File: src/rtl/mem_stage_hs.sv
// Memory stage with a req/ack data-memory handshake: captures EX/MEM state,
// steers big-endian byte/half/word lanes, stalls while an access is open.
module mem_lane #(
  parameter int LANE = 0
) (
  input  logic [1:0]  dsize,
  input  logic [31:0] busb,
  output logic [7:0]  wbyte
);
  always_comb begin
    wbyte = busb[8*LANE +: 8];
    case (dsize)
      2'b00:   wbyte = busb[7:0];
      2'b01:   wbyte = (LANE % 2 == 1) ? busb[15:8] : busb[7:0];
      default: wbyte = busb[8*LANE +: 8];
    endcase
  end
endmodule

module mem_stage_hs #(
  parameter int DATA_W  = 32,
  parameter int ADDR_W  = 32,
  parameter int RW_W    = 5,
  parameter int TIMEOUT = 64
) (
  input  logic              clk,
  input  logic              reset,
  input  logic              d_valid,
  input  logic              flush,
  input  logic              d_memwr,
  input  logic              d_memtoreg,
  input  logic              d_regwr,
  input  logic              d_loadext,
  input  logic [1:0]        d_dsize,
  input  logic [RW_W-1:0]   d_rw,
  input  logic [ADDR_W-1:0] d_execresult,
  input  logic [DATA_W-1:0] d_busb,
  output logic              stall,
  output logic              mem_req,
  output logic              mem_we,
  output logic [ADDR_W-1:0] mem_addr,
  output logic [3:0]        mem_be,
  output logic [DATA_W-1:0] mem_wdata,
  input  logic              mem_ack,
  input  logic [DATA_W-1:0] mem_rdata,
  output logic              q_valid,
  output logic              q_regwr,
  output logic              q_memtoreg,
  output logic [RW_W-1:0]   q_rw,
  output logic [DATA_W-1:0] q_execresult,
  output logic [DATA_W-1:0] q_dmem,
  output logic              q_err
);
  localparam int CNT_W = (TIMEOUT > 1) ? $clog2(TIMEOUT) : 1;

  typedef struct packed {
    logic              valid;
    logic              memwr;
    logic              memtoreg;
    logic              regwr;
    logic              loadext;
    logic [1:0]        dsize;
    logic [RW_W-1:0]   rw;
    logic [ADDR_W-1:0] exec;
    logic [DATA_W-1:0] busb;
  } cap_t;

  typedef enum logic {IDLE, ACCESS} state_t;

  cap_t             s;
  state_t           state, state_nx;
  logic [CNT_W-1:0] cnt;
  logic [1:0]       a;
  logic             memop, misal, bad, go, tmo, done, err_now;
  logic [3:0]       be;
  logic [31:0]      ld;
  logic [3:0][7:0]  rd;
  logic [3:0][7:0]  wd;

  assign a     = s.exec[1:0];
  assign memop = s.valid & (s.memwr | s.memtoreg);
  assign bad   = memop & misal;
  assign go    = memop & ~misal;
  assign rd    = mem_rdata;

  always_comb begin
    be    = 4'b0000;
    misal = 1'b1;
    case (s.dsize)
      2'b00: begin be = 4'b1000 >> a;                       misal = 1'b0; end
      2'b01: begin be = a[1] ? 4'b0011 : 4'b1100;           misal = a[0]; end
      2'b11: begin be = 4'b1111;                            misal = |a;   end
      default: begin be = 4'b0000;                          misal = 1'b1; end
    endcase
  end

  // big-endian: offset 0 lives in lane 3 (bits 31:24)
  always_comb begin
    ld = mem_rdata;
    case (s.dsize)
      2'b00: ld = {{24{s.loadext & rd[2'd3 - a][7]}}, rd[2'd3 - a]};
      2'b01: ld = a[1] ? {{16{s.loadext & rd[1][7]}}, rd[1:0]}
                       : {{16{s.loadext & rd[3][7]}}, rd[3:2]};
      default: ld = mem_rdata;
    endcase
  end

  for (genvar i = 0; i < 4; i++) begin : g_lane
    mem_lane #(.LANE(i)) u_lane (.dsize(s.dsize), .busb(s.busb), .wbyte(wd[i]));
  end

  always_ff @(posedge clk) begin
    if (reset) state <= IDLE;
    else       state <= state_nx;
  end

  always_comb begin
    state_nx = state;
    case (state)
      IDLE:    if (go) state_nx = ACCESS;
      ACCESS:  if (mem_ack || tmo) state_nx = IDLE;
      default: state_nx = IDLE;
    endcase
  end

  always_comb begin
    mem_req = (state == ACCESS);
    tmo     = (TIMEOUT > 0) && (state == ACCESS) && !mem_ack &&
              (cnt == CNT_W'(TIMEOUT - 1));
    stall   = ((state == ACCESS) & ~mem_ack) | ((state == IDLE) & go);
    done    = ((state == IDLE) & ~go) | ((state == ACCESS) & (mem_ack | tmo));
    err_now = (state == IDLE) ? bad : tmo;
  end

  assign mem_we    = mem_req & s.memwr;
  assign mem_be    = mem_req ? be : 4'b0000;
  assign mem_addr  = {s.exec[ADDR_W-1:2], 2'b00};
  assign mem_wdata = wd;

  always_ff @(posedge clk) begin
    if (reset || state == IDLE) cnt <= '0;
    else                        cnt <= cnt + 1'b1;
  end

  // An aborted op is dropped from S so IDLE does not re-issue it.
  always_ff @(posedge clk) begin
    if (reset)
      s <= '0;
    else if (!stall)
      s <= '{valid: d_valid & ~flush, memwr: d_memwr, memtoreg: d_memtoreg,
             regwr: d_regwr, loadext: d_loadext, dsize: d_dsize, rw: d_rw,
             exec: d_execresult, busb: d_busb};
    else if (tmo)
      s.valid <= 1'b0;
  end

  always_ff @(posedge clk) begin
    if (reset) begin
      q_valid      <= 1'b0;
      q_regwr      <= 1'b0;
      q_memtoreg   <= 1'b0;
      q_rw         <= '0;
      q_execresult <= '0;
      q_dmem       <= '0;
      q_err        <= 1'b0;
    end else if (done) begin
      q_valid      <= s.valid;
      q_regwr      <= s.regwr & s.valid & ~err_now;
      q_memtoreg   <= s.memtoreg;
      q_rw         <= s.rw;
      q_execresult <= DATA_W'(s.exec);
      q_dmem       <= (state == ACCESS && mem_ack && s.memtoreg && !s.memwr) ? ld : '0;
      q_err        <= s.valid & err_now;
    end else begin
      q_valid      <= 1'b0;
    end
  end
endmodule

File: config.mk
export PLATFORM = sky130hd
export DESIGN_NAME = mem_stage_hs
export DESIGN_NICKNAME = d
export VERILOG_FILES = /design/src/rtl/mem_stage_hs.sv
export SDC_FILE = /design/constraint.sdc
export NUM_CORES = 1
export LEC_CHECK = 0
export CORE_UTILIZATION = 49
export DETAILED_ROUTE_END_ITERATION = 10
export PLACE_DENSITY = 0.85
export SYNTH_ARGS = -nofsm -noshare
export SYNTH_HDL_FRONTEND = slang
export SYNTH_SLANG_ARGS = --single-unit
File: constraint.sdc
create_clock -name clk -period 5.4 [get_ports clk]
set_clock_uncertainty 0.15 [all_clocks]
set_input_delay 1.08 -clock clk [delete_from_list [all_inputs] [get_ports clk]]
set_output_delay 1.08 -clock clk [all_outputs]
set_load 0.005 [all_outputs]
# [Word-level counts from Yosys, hierarchy flattened]
# Cells that the tools add are included.
[word_totals] regBits=156 in_bits=112
[op_classes] n_addsub=2 magnitude_cmp=1 n_eq_ne=4 shifts=1 mux=18 bitwise=26 n_reduce_logical=13
[op_table] op="two-way mux 32 bit" count=2
[op_table] op="one-hot mux 32 bit (2 select lines)" count=1
[op_table] op="two-way mux 8 bit" count=3
[op_table] op="binary-select mux 8 bit (select 2 bit)" count=1
[op_table] op="one-hot mux 8 bit (2 select lines)" count=1
[op_table] op="bitwise AND 1 bit" count=15
[op_table] op="one-hot mux 4 bit (3 select lines)" count=1
[op_table] op="two-way mux 4 bit" count=2
[op_table] op="NOT 1 bit" count=7
[op_table] op="adder 6 x 1 -> 6 bit, second input constant" count=1
[op_table] op="== test 6 bit, second input constant" count=1
[op_table] op="OR reduction 2 bit" count=3
[op_table] op="logical AND 1 bit" count=5
[op_table] op="two-way mux 1 bit" count=5
[op_table] op="bitwise OR 1 bit" count=4
[op_table] op=">> shifter 4 x 2 -> 4 bit, first input constant" count=1
[op_table] op="less-than comparator 2 x 3 -> 1 bit, second input constant" count=1
[op_table] op="one-hot mux 1 bit (3 select lines)" count=1
[op_table] op="== test 2 x 1 -> 1 bit, second input constant" count=1
[op_table] op="== test 2 bit, second input constant" count=1
[op_table] op="zero test 1 bit" count=2
[op_table] op="zero test 2 bit" count=1
[op_table] op="logical OR 1 bit" count=2
[op_table] op="!= test 2 x 1 -> 1 bit, second input constant" count=1
[op_table] op="other kinds (2)" count=2

# [Depth between registers and ports, before layout]
[logic_depth] depth_word=9 ltp_mapped=7

# [Cells and area by module]
# Synthesis repeated with hierarchy kept, for this count alone.
[unflattened] hier_cells=735 hier_area_um2=7136.8
[modules_own_cells] mod="mem_stage_hs" n_inst=1 cells_per_inst=683 area_each_um2=6671.4 seq_area_each_um2=3123.0
[modules_own_cells] mod="mem_lane (g_lane[3].u_lane)" n_inst=1 cells_per_inst=26 area_each_um2=172.7 seq_area_each_um2=0.0
[modules_own_cells] mod="mem_lane (g_lane[2].u_lane)" n_inst=1 cells_per_inst=9 area_each_um2=131.4 seq_area_each_um2=0.0
[modules_own_cells] mod="mem_lane (g_lane[1].u_lane)" n_inst=1 cells_per_inst=9 area_each_um2=101.3 seq_area_each_um2=0.0
[modules_own_cells] mod="mem_lane (g_lane[0].u_lane)" n_inst=1 cells_per_inst=8 area_each_um2=60.1 seq_area_each_um2=0.0

# [Least setup slack after synthesis]
# OpenSTA, ideal clock, no wires.
[synth_timing] path_kind="input -> output" start="input port mem_ack" end="output port stall" arrival_time_ns=1.946 required_ns=4.170 setup_slack_ns=2.224 path_stages=5 path_buffers=2 cell_sequence="or2b_1 > clkbuf_1 > clkbuf_1 > and2_1 > inv_1"
[synth_between] elab_chain_len=3
[synth_rtl] item="from (decl)" line="44" rtl="input logic mem_ack,"
[synth_rtl] item="NOT 1 bit" line="130" rtl="stall = ((state == ACCESS) & ~mem_ack) | ((state == IDLE) & go);"
[synth_rtl] item="bitwise AND 1 bit" line="130"
[synth_rtl] item="bitwise OR 1 bit" line="130"
[synth_rtl] item="to (decl)" line="38" rtl="output logic stall,"
# No other way between the ends.

# [Worst setup path in the final report]
[layout_timing] start="register s[70] in the netlist's numbering" end="output port mem_wdata[11]"
[layout_between] elab_chain_len=2
[layout_rtl] item="from (decl)" line="70" rtl="cap_t s;"
[layout_rtl] item="from (signal assigned)" line="150" rtl="s <= '{valid: d_valid & ~flush, memwr: d_memwr, memtoreg: d_memtoreg,"
[layout_rtl] item="zero test 2 bit" line="12" rtl="case (dsize)"
[layout_rtl] item="two-way mux 8 bit" line="12"
[layout_rtl] item="to (decl)" line="43" rtl="output logic [DATA_W-1:0] mem_wdata,"
# No other way between the ends.

==> qor.yml <==
status: "finished clean"
nFillCells: 1102
fin_cells: 1098
timing.final.crit_share_pct: 76.39
slew-limit-headroom_pct: 31.48
root_buffer: "clkbuf_16"
drt_iter0_markers: 483
grt.total_usage_pct: 26.68
holdCritPathClass: "flip-flop to flip-flop"
dr.pass1.iters: 5
ys_ff_latch: 156
seq_area_frac_synth_pct: 43.91
cts_tree: "done"
num_io_pins: 256
grt_pass1_wl_um: 30970
cp.depth: 3
yosys.area_share.simple_pct: 10.34
rows: 43
start_util_pct: 50.65
gp_congestion: 0.8352
die_x_um: 122.5
numClockSinks: 156
synth_compound_area_share_pct: 31.05
drive_gt1_share_pct: 16.34
power_frac_clock_pct: 41.9
wirelength_um: 20400
dp.cells: 1066
cpMaxStageDelayCell: "nor2_1"
synth_cell_types: 50
power.internal_mw: 2.161
clk_latency_ps: 420
synth_ff_type: "dfxtp_1"
cap_violations: 0
grt_pass1_vias: 5827
p_sw_share_pct: 23.78
synth_fa_ha_area_share_pct: 0.1759
crit_type: "flip-flop to primary output"
cts_resized: 0
critPathCaptureType: "primary output"
yosys_warnings: 0
synth_top_family_by_area: "compound AO/OA/AOI/OAI gates"
wl_per_cell_um: 18.58
die_y_um: 122.5
pwr-share-comb_pct: 14.0
cts_buffers: 17
grt_overflow: 0
h-tree-depth: 4
antenna_found_initial: 0
postRouteAntennaNets: 0
leakage_nw: 3.734
critPathMaxFanout: 51
crit_chain: "nor2_1 > mux2_2 > clkdlybuf4s50_1"
final-hold-violation-count: 0
cpPeakStageDelay_ps: 930
r2r_end: "s[23]"
final_period_minus_worst_setup_slack_ps: 4125
vdd_drop_max_mv: 0.2633
hold_buffers: 0
port_buffers: 253
rsz0062_at_grt: "no"
drc: 0
setup_violations: 0
vias_per_cell: 5.739
reg2reg_slack_ps: 1990
required_ps: 4170
clk_pin_slew_ps: 60
layout_common_cells: "252 x clkdlybuf4s50_1, 155 x dfxtp_1, 84 x a21oi_1"
core-area_sq_mm: 0.01404
cts_setup_buffers: 0
syn_inst: 737
p_sw_mw: 0.6743
setup_tns_ps: 0
worst_pin_slew_ps: 1024
place_hpwl_um: 13270
vias: 6301
crit_path_start: "s[70]"
critPathTopFamily: "simple AND/OR/NAND/NOR gates"
crit_end: "mem_wdata[11]"
layout.nets: 1018
arrival_ps: 2900
dieArea_sq_mm: 0.01500
syn_avg_cell_area_sq_um: 9.651
final_common_cell: "clkdlybuf4s50_1"
synth_xor_area_share_pct: 0.4925
reg2reg_depth: 5
synthMuxAreaShare_pct: 4.855
reg2reg_from: "s[70]"
antennaDiodeCount: 0
synth_edf_count: 0
async_flop_share_pct: 0
startpoint_type: "flip-flop"
critPathBufInv: 1
max_freq_mhz: 242.4
finalMaxSlewViolations: 0
syn-cell-area_sq_mm: 0.007113
seq_power_share_pct: 44.0
clk_path_buf_depth: 2
syn2layout_area_growth_pct: 39.44
power_density_mw_per_mm2: 285.8
grt_max_degree: 85
## registers in the layout, indices dropped and copies added (netlist names), 2 cells and up
signal	cells
a	2
s	44
q_rw	5
q_execresult	32
q_dmem	32
cnt	6
mem_addr	30
## metal layers
metal	GRT usage, %	share of wire, %
met1	32.05	41
met2	44.49	49
met3	9.201	8.4
met4	8.537	1.8
met5	0	0
## worst min-delay path by stage
stage | start | endpoint | slack [ps] | cells after the start
after floorplan | cnt[0] | cnt[0] | 270 | 1
after global placement | cnt[0] | cnt[0] | 280 | 1
after detailed placement | cnt[0] | cnt[0] | 290 | 1
after CTS | cnt[0] | cnt[0] | 300 | 1
after global routing | cnt[0] | cnt[0] | 320 | 1
final | cnt[0] | cnt[0] | 300 | 1
## stage by stage
step           hold slack [ps]  setup WS (ps)  instance area [sq um]  power [mW]  utilization [%]
6_report                 298.2           1275                   9918       2.835            70.63
5_1_grt                  323.9           1194                   9918       2.936            70.63
4_1_cts                  302.5           1284                   9918       2.852            70.63
3_5_place_dp             291.6           1579                   9329       1.666            66.44
3_3_place_gp             283.2           1614                   9329       1.659            66.44
2_1_floorplan            267.5           2224                   7117       1.457                -
## synthesized netlist by cell type (all sizes together), types with 2 or more instances
library cell  count  share of area (%)
and3              3               0.26
a21o              3               0.32
o21ai            15                1.1
xnor2             3               0.37
nand2            12               0.63
a21oi            85                6.0
a221oi           14                1.7
mux2             18                2.8
buf              74                6.7
a21bo            72                 10
dfxtp           156                 44
a211oi            6               0.63
mux2i            12                1.7
clkbuf           40                2.1
inv               6               0.32
o2bb2ai          15                1.8
a22o             45                5.5
nor2             21                1.1
nand2b           17                1.5
a221o            16                2.4
nor3              2               0.14
nand3            75                5.3
nand4b            2               0.25
nor2b             2               0.18
o31ai             2               0.21
and2              3               0.26
## layout make-up
| type | count | area, sq um | share of cell area, % |
|---|---|---|---|
| Clock buffer | 22 | 474.2 | 4.781 |
| Clock inverter | 10 | 115.1 | 1.161 |
| Inverter | 6 | 22.52 | 0.2271 |
| Multi-Input combinational cell | 462 | 3362 | 33.90 |
| Sequential cell | 156 | 3124 | 31.50 |
| Tap cell | 180 | 225.2 | 2.271 |
| Timing Repair Buffer | 262 | 2595 | 26.16 |
## power groups by stage
stage | Sequential, mW | Combinational [mW] | Clock [mW]
3_5_place_dp | 1.27 | 0.395 | 0
4_1_cts | 1.25 | 0.399 | 1.21
3_3_place_gp | 1.27 | 0.390 | 0
6_report | 1.25 | 0.398 | 1.19
2_1_floorplan | 1.25 | 0.202 | 0
5_1_grt | 1.25 | 0.428 | 1.25
## kinds of logic (layout without fill, tap and decap cells)
logic type	Yosys count	count (layout)
xor gates and xnor gates	4	4
adders and majority gates	1	1
muxes	31	31
and+or+nand+nor	142	142
buffers and inverters	120	300
AOI/OAI and AO/OA	282	282
DFF	156	156
other	1	2
Power figures use the tool's default switching activity.
